--- src/rtl/ysyx_22040232_mdu_pkg.sv ---
// Shared constants for the iterative multiply/divide unit: funct3 opcodes,
// word-mode iteration count, FSM encoding and operand signedness helpers.
package ysyx_22040232_mdu_pkg;

    localparam logic [2:0] OP_MUL    = 3'd0;
    localparam logic [2:0] OP_MULH   = 3'd1;
    localparam logic [2:0] OP_MULHSU = 3'd2;
    localparam logic [2:0] OP_MULHU  = 3'd3;
    localparam logic [2:0] OP_DIV    = 3'd4;
    localparam logic [2:0] OP_DIVU   = 3'd5;
    localparam logic [2:0] OP_REM    = 3'd6;
    localparam logic [2:0] OP_REMU   = 3'd7;

    localparam int ITER_WORD = 32;

    typedef enum logic [1:0] {
        ST_IDLE = 2'd0,
        ST_CALC = 2'd1,
        ST_DONE = 2'd2
    } mdu_state_e;

    function automatic logic src1_signed(input logic [2:0] op);
        case (op)
            OP_MULH, OP_MULHSU, OP_DIV, OP_REM: return 1'b1;
            OP_MUL, OP_MULHU, OP_DIVU, OP_REMU: return 1'b0;
            default:                            return 1'b0;
        endcase
    endfunction

    function automatic logic src2_signed(input logic [2:0] op);
        case (op)
            OP_MULH, OP_DIV, OP_REM:                       return 1'b1;
            OP_MUL, OP_MULHSU, OP_MULHU, OP_DIVU, OP_REMU: return 1'b0;
            default:                                       return 1'b0;
        endcase
    endfunction

endpackage

--- src/rtl/ysyx_22040232_mdu_abs.sv ---
// Conditional two's-complement: passes value through or negates it.
// Used both to form operand magnitudes and to restore the result sign.
module ysyx_22040232_mdu_abs #(
    parameter int W = 64
) (
    input  logic [W-1:0] value,
    input  logic         negate,
    output logic [W-1:0] converted
);

    // Negate on request, otherwise forward unchanged
    always_comb begin
        if (negate) begin
            converted = ~value + W'(1);
        end else begin
            converted = value;
        end
    end

endmodule

--- src/rtl/ysyx_22040232_mdu.sv ---
// Iterative RV64M multiply/divide unit: shift-add multiply, restoring divide,
// one bit per cycle, valid/ready on both sides and flush abort.
module ysyx_22040232_mdu
    import ysyx_22040232_mdu_pkg::*;
#(
    parameter int XLEN = 64
) (
    input  logic            clk,
    input  logic            rst,
    input  logic            in_valid,
    output logic            in_ready,
    input  logic [2:0]      op,
    input  logic            is_word,
    input  logic [XLEN-1:0] src1,
    input  logic [XLEN-1:0] src2,
    input  logic            flush,
    output logic            out_valid,
    input  logic            out_ready,
    output logic [XLEN-1:0] result
);

    localparam int CNT_W = $clog2(XLEN + 1);
    localparam int DW    = 2 * XLEN;

    mdu_state_e       state_r;
    logic [CNT_W-1:0] cnt_r;
    logic             in_ready_r;
    logic             out_valid_r;
    logic [XLEN-1:0]  result_r;

    logic [2:0]       op_r;
    logic             word_r;
    logic             neg_r;
    logic [XLEN-1:0]  opa_r;
    logic [XLEN-1:0]  opb_r;
    logic [XLEN-1:0]  rem_r;
    logic [DW-1:0]    mcand_r;
    logic [DW-1:0]    acc_r;

    logic             word_s;
    logic             accept_s;
    logic [XLEN-1:0]  a_ext_s;
    logic [XLEN-1:0]  b_ext_s;
    logic             sa_s;
    logic             sb_s;
    logic [XLEN-1:0]  a_mag_s;
    logic [XLEN-1:0]  b_mag_s;
    logic [XLEN-1:0]  min_neg_s;
    logic             div0_s;
    logic             ovf_s;
    logic [XLEN-1:0]  fast_res_s;

    logic [DW-1:0]    acc_nxt_s;
    logic [XLEN:0]    rem_sh_s;
    logic [XLEN:0]    rem_diff_s;
    logic [XLEN-1:0]  rem_nxt_s;
    logic [XLEN-1:0]  q_nxt_s;
    logic [DW-1:0]    corr_in_s;
    logic [DW-1:0]    corr_s;
    logic [XLEN-1:0]  raw_s;
    logic [XLEN-1:0]  calc_res_s;

    function automatic logic [XLEN-1:0] sext32(input logic [31:0] v);
        return XLEN'($signed(v));
    endfunction

    function automatic logic [XLEN-1:0] zext32(input logic [31:0] v);
        return XLEN'(v);
    endfunction

    // Every W-variant result is the low word sign-extended, unsigned ones included
    function automatic logic [XLEN-1:0] res_fmt(input logic [XLEN-1:0] v, input logic w);
        if (w) begin
            return sext32(v[31:0]);
        end else begin
            return v;
        end
    endfunction

    assign word_s   = (XLEN == 64) && is_word;
    assign accept_s = in_valid && in_ready_r && !flush;

    // Operand extension, signs and the RISC-V defined fast-path results
    always_comb begin
        if (word_s) begin
            a_ext_s   = src1_signed(op) ? sext32(src1[31:0]) : zext32(src1[31:0]);
            b_ext_s   = src2_signed(op) ? sext32(src2[31:0]) : zext32(src2[31:0]);
            min_neg_s = sext32(32'h8000_0000);
        end else begin
            a_ext_s   = src1;
            b_ext_s   = src2;
            min_neg_s = {1'b1, {(XLEN-1){1'b0}}};
        end
        sa_s   = src1_signed(op) & a_ext_s[XLEN-1];
        sb_s   = src2_signed(op) & b_ext_s[XLEN-1];
        div0_s = op[2] && (b_ext_s == {XLEN{1'b0}});
        ovf_s  = (op == OP_DIV || op == OP_REM) && (a_ext_s == min_neg_s)
                 && (b_ext_s == {XLEN{1'b1}});
        if (div0_s) begin
            fast_res_s = op[1] ? res_fmt(a_ext_s, word_s) : {XLEN{1'b1}};
        end else if (ovf_s) begin
            fast_res_s = op[1] ? {XLEN{1'b0}} : res_fmt(a_ext_s, word_s);
        end else begin
            fast_res_s = {XLEN{1'b0}};
        end
    end

    ysyx_22040232_mdu_abs #(.W(XLEN)) u_abs_a (
        .value     (a_ext_s),
        .negate    (sa_s),
        .converted (a_mag_s)
    );

    ysyx_22040232_mdu_abs #(.W(XLEN)) u_abs_b (
        .value     (b_ext_s),
        .negate    (sb_s),
        .converted (b_mag_s)
    );

    // One iteration step of both datapaths plus selection of the value to sign-correct
    always_comb begin
        if (opa_r[0]) begin
            acc_nxt_s = acc_r + mcand_r;
        end else begin
            acc_nxt_s = acc_r;
        end
        rem_sh_s   = {rem_r, opa_r[XLEN-1]};
        rem_diff_s = rem_sh_s - {1'b0, opb_r};
        if (rem_diff_s[XLEN]) begin
            rem_nxt_s = rem_sh_s[XLEN-1:0];
            q_nxt_s   = {opa_r[XLEN-2:0], 1'b0};
        end else begin
            rem_nxt_s = rem_diff_s[XLEN-1:0];
            q_nxt_s   = {opa_r[XLEN-2:0], 1'b1};
        end
        if (op_r[2]) begin
            corr_in_s = op_r[1] ? {{XLEN{1'b0}}, rem_nxt_s} : {{XLEN{1'b0}}, q_nxt_s};
        end else begin
            corr_in_s = acc_nxt_s;
        end
    end

    // Full-width negation so MULH* see a correct high half
    ysyx_22040232_mdu_abs #(.W(DW)) u_abs_res (
        .value     (corr_in_s),
        .negate    (neg_r),
        .converted (corr_s)
    );

    // Pick low or high half of the corrected value and apply word formatting
    always_comb begin
        if (op_r[2] || op_r == OP_MUL) begin
            raw_s = corr_s[XLEN-1:0];
        end else if (word_r) begin
            raw_s = XLEN'(corr_s[63:32]);
        end else begin
            raw_s = corr_s[DW-1:XLEN];
        end
        calc_res_s = res_fmt(raw_s, word_r);
    end

    // Control FSM with registered handshake outputs and result
    always_ff @(posedge clk or negedge rst) begin
        if (!rst) begin
            state_r     <= ST_IDLE;
            cnt_r       <= {CNT_W{1'b0}};
            in_ready_r  <= 1'b1;
            out_valid_r <= 1'b0;
            result_r    <= {XLEN{1'b0}};
        end else begin
            case (state_r)
                ST_IDLE: begin
                    if (accept_s) begin
                        in_ready_r <= 1'b0;
                        if (div0_s || ovf_s) begin
                            state_r     <= ST_DONE;
                            out_valid_r <= 1'b1;
                            result_r    <= fast_res_s;
                        end else begin
                            state_r <= ST_CALC;
                            cnt_r   <= word_s ? CNT_W'(ITER_WORD) : CNT_W'(XLEN);
                        end
                    end else begin
                        in_ready_r <= 1'b1;
                    end
                end
                ST_CALC: begin
                    if (flush) begin
                        state_r    <= ST_IDLE;
                        cnt_r      <= {CNT_W{1'b0}};
                        in_ready_r <= 1'b1;
                    end else if (cnt_r == CNT_W'(1)) begin
                        state_r     <= ST_DONE;
                        cnt_r       <= {CNT_W{1'b0}};
                        out_valid_r <= 1'b1;
                        result_r    <= calc_res_s;
                    end else begin
                        cnt_r <= cnt_r - CNT_W'(1);
                    end
                end
                ST_DONE: begin
                    if (flush || out_ready) begin
                        state_r     <= ST_IDLE;
                        out_valid_r <= 1'b0;
                        in_ready_r  <= 1'b1;
                    end
                end
                default: begin
                    state_r     <= ST_IDLE;
                    cnt_r       <= {CNT_W{1'b0}};
                    in_ready_r  <= 1'b1;
                    out_valid_r <= 1'b0;
                end
            endcase
        end
    end

    // Operand latch on accept, then one multiplier or quotient bit per CALC cycle
    always_ff @(posedge clk or negedge rst) begin
        if (!rst) begin
            op_r    <= OP_MUL;
            word_r  <= 1'b0;
            neg_r   <= 1'b0;
            opa_r   <= {XLEN{1'b0}};
            opb_r   <= {XLEN{1'b0}};
            rem_r   <= {XLEN{1'b0}};
            mcand_r <= {DW{1'b0}};
            acc_r   <= {DW{1'b0}};
        end else if (accept_s) begin
            op_r    <= op;
            word_r  <= word_s;
            neg_r   <= (op[2] && op[1]) ? sa_s : (sa_s ^ sb_s);
            opb_r   <= b_mag_s;
            rem_r   <= {XLEN{1'b0}};
            acc_r   <= {DW{1'b0}};
            mcand_r <= {{XLEN{1'b0}}, a_mag_s};
            if (op[2]) begin
                // Word dividends are left-aligned so bits shift out from bit XLEN-1
                opa_r <= word_s ? (a_mag_s << ITER_WORD) : a_mag_s;
            end else begin
                opa_r <= b_mag_s;
            end
        end else if (state_r == ST_CALC) begin
            if (op_r[2]) begin
                rem_r <= rem_nxt_s;
                opa_r <= q_nxt_s;
            end else begin
                acc_r   <= acc_nxt_s;
                mcand_r <= {mcand_r[DW-2:0], 1'b0};
                opa_r   <= {1'b0, opa_r[XLEN-1:1]};
            end
        end
    end

    assign in_ready  = in_ready_r;
    assign out_valid = out_valid_r;
    assign result    = result_r;

endmodule

--- config.mk ---
export PLATFORM = sky130hd
export DESIGN_NAME = ysyx_22040232_mdu
export DESIGN_NICKNAME = d
export VERILOG_FILES = /design/src/rtl/ysyx_22040232_mdu_pkg.sv /design/src/rtl/ysyx_22040232_mdu_abs.sv /design/src/rtl/ysyx_22040232_mdu.sv
export SDC_FILE = /design/constraint.sdc
export NUM_CORES = 2
export LEC_CHECK = 0
export CORE_MARGIN = 2
export CORE_UTILIZATION = 35
export CTS_CLUSTER_SIZE = 12
export DETAILED_ROUTE_END_ITERATION = 6
export DONT_BUFFER_PORTS = 1
export PLACE_DENSITY = 0.53
export SYNTH_ARGS = -nofsm -noshare
export SYNTH_HDL_FRONTEND = slang
export SYNTH_SLANG_ARGS = --single-unit
--- constraint.sdc ---
create_clock -name clk -period 7.5 [get_ports clk]
set_input_delay 0.375 -clock clk [delete_from_list [all_inputs] [get_ports clk]]
set_output_delay 0.375 -clock clk [all_outputs]
set_load 0.005 [all_outputs]
==> out/metrics.cfg <==
[drt]
detail-route-antenna-nets=0
wl_per_cell_um=35.3
first_pass_iters=7
wl_mm=318
drt_iter0_drc=9353
vias=61600
drc=4
via_per_inst=6.84

[finish]
area_growth_pct=12.2
fillCellCount=15600
postLayoutCellArea_um2=58100
multi_input_area_um2=36300
drive_gt1_share_pct=8.98
nets=7332
seqCellArea_um2=13200

[sta]
worst_slack_ns=0.0809
hold_viol=0
worst_hold_slack_ns=0.0145
finalCritPeriodShare_pct=98.9
setup_viol=0
slew_headroom_pct=-2.58
final_max_slew_viol_count=6
setup_tns_ns=0
worst_clock_skew_ns=0.0395
fmax_mhz=135
finalCriticalPeriod_ns=7.42
worst_slew_pin_slew_ns=1.53
grt_setup_unrepaired=false

[grt]
antenna_found_initial=36
grt_pass1_vias=56200
grt_pass1_wl_mm=441
overflow=0
grt_max_degree=529
grt_use_total_pct=40.5

[placement]
gp_congestion=1.11
place_ws_ns=0.0158
portBuffers=0
place_area_um2=54900
dp_hpwl_mm=250

[floorplan]
die_area_um2=151000
initial_utilization_pct=35.1
io_pins=203
die_y_um=389
die_w_um=389
core_region_area_um2=147000
num_rows=141

[critical_path]
ff2ff_setup_slack_ns=0.08
cp.arrival_ns=7.99
worstSetupStartpointType=flop
r2r_start=opa_r[63]$_DFFE_PN0P_
crit_type=flop to flop
ff2ff_path_depth=23
path_max_fanout=37
crit_path_start=opa_r[63]$_DFFE_PN0P_
endpoint_kind=flop
crit-reg2reg-capture=result[40]$_DFFE_PN0P_
cp.required_ns=8.07
endpoint=result[40]$_DFFE_PN0P_

[clock_tree]
clock_latency_ns=0.71
cts_buffer_depth=3
cts-buffers-inserted=73
cts_sinks=528
tritoncts=built
clk_pin_slew_ns=0.07
htreeDepth=3
cts-root-buf=clkbuf_16

[job]
maxCapViolations=2

[synth]
synthArstFlopShare_pct=100
synth_cell_types=114
netlist_area_um2=51800
synth_edf_count=0
yosysTopAreaCellShare_pct=25.5
synth_area_leaders=dfrtp_1 25%, o21ai_0 7.8%, nand2_1 6.2%
yosysMostFrequentCell=nand2_1
ys.warnings.count=0
synthCells=7036
yosysSeqAreaShare_pct=25.5
avgSynthCellArea_um2=7.36
synth_area_leader_cell=dfrtp_1
dominantRegCellSynth=dfrtp_1
netlist_top_cells_count=854 x nand2_1, 809 x o21ai_0, 706 x nor2_1, 637 x a21oi_1, 527 x dfrtp_1
ys_ff_latch=528
syn_nets=7375

[outcome]
violations=DRC, capacitance limit, slew limit
status=complete, but fails checks

[power]
power.leakage_nw=23.1
power.density_nw_per_um2=362
p_total_mw=21.0
ir_worst_vdd_v=0.000258

[worst_hold_path]
hold_class=primary input to flop

area by class of cell:
type / count / area share, %
Clock buffer: 97 / 3.56
Multi-Input combinational cell: 5880 / 62.5
Inverter: 146 / 0.944
Tap cell: 1930 / 4.16
Timing Repair Buffer: 364 / 5.07
Sequential cell: 528 / 22.8
Antenna cell: 24 / 0.103
Clock inverter: 37 / 0.834
where the power goes:
group          switching, mW  internal [mW]  leakage [nW]  total (mW)
Combinational           8.76           3.61          14.9        12.4
Clock                   1.61           2.27          1.25        3.88
Sequential              1.21           3.58          6.90        4.78
what timing repair did:
item | in CTS | in global routing
endpoints found under the setup margin | 1 | 32
buffers inserted | 0 | 2
endpoints found under the hold margin | 598 | 181
resized for setup | 2 | 9
pin swaps | 0 | 1
hold buffers | 35 | 1
routing by layer:
layer  up-vias  wire [µm]  track usage [%]
met5         -        274                0
met1     30100     129000             55.0
li1      26200          -                -
met4        26      18900             20.5
met2      4425     125000             55.2
met3       814      44900             15.2
placed cells by master (no fill, tap or decap), drive strengths merged, types with 145 or more instances in the layout:
cell type / instances
nor3: 165
mux2i: 145
nand3: 154
nand4: 162
xor2: 164
nand2: 854
inv: 149
o21ai: 837
ha: 200
nor2: 708
buf: 329
xnor2: 166
dfrtp: 527
a21oi: 642
flip-flops by register name (all words and copies together) (netlist names):
register,count
neg_r,1
acc_r,128
rem_r,64
out_valid,1
state_r,2
result,64
in_ready,1
word_r,1
opa_r,64
cnt_r,7
opb_r,64
op_r,3
mcand_r,128
metrics by stage:
stage | instances | util [%]
2_1_floorplan | 7036 | -
3_3_place_gp | 8807 | 37.3
3_5_place_dp | 8807 | 37.3
4_1_cts | 8976 | 39.3
5_1_grt | 8986 | 39.4
6_report | 9006 | 39.4
worst min path at each step:
stage,slack (ns),endpoint,start,cells past startpoint
6_report,0.01,result[49]$_DFFE_PN0P_,src1[49],3
4_1_cts,-0.56,mcand_r[7]$_DFFE_PN0P_,rst,0
5_1_grt,0.008,opb_r[17]$_DFFE_PN0P_,src2[17],2
2_1_floorplan,0.08,acc_r[0]$_DFFE_PN0P_,rst,0
3_5_place_dp,0.17,mcand_r[7]$_DFFE_PN0P_,rst,0
3_3_place_gp,0.18,acc_r[7]$_DFFE_PN0P_,rst,0
kinds of logic (layout without fill, tap and decap cells):
| kind of cell | Yosys count | in the layout | synth area share (%) |
|---|---|---|---|
| simple gates | 2537 | 2537 | 23.1 |
| compound gates | 2639 | 2639 | 32.6 |
| flops | 528 | 528 | 25.5 |
| mux | 172 | 172 | 3.39 |
| fa+ha+maj | 202 | 202 | 4.91 |
| buf+inv | 628 | 644 | 4.82 |
| other cells | 0 | 24 | 0 |
| xor+xnor | 330 | 330 | 5.58 |
worst max-delay path: stages (launching register included):
cell and delay (ns):
dfrtp_1 0.35, inv_1 0.06, ha_1 0.24, fa_1 0.41, nand2b_1 0.19, a21oi_2 0.23
o21ai_1 0.19, a211oi_4 0.51, o2111a_2 0.41, o21ai_4 0.08, nand2_1 0.13, buf_4 0.47
o211ai_1 0.21, a221oi_1 0.73, nand4b_1 0.19, buf_4 0.23, o31ai_1 0.33, xor2_1 0.71
o211ai_1 0.20, a31oi_1 0.40, buf_4 0.23, a21boi_1 0.47, buf_4 0.20, a21oi_1 0.06
(Power assumes the default switching activity.)
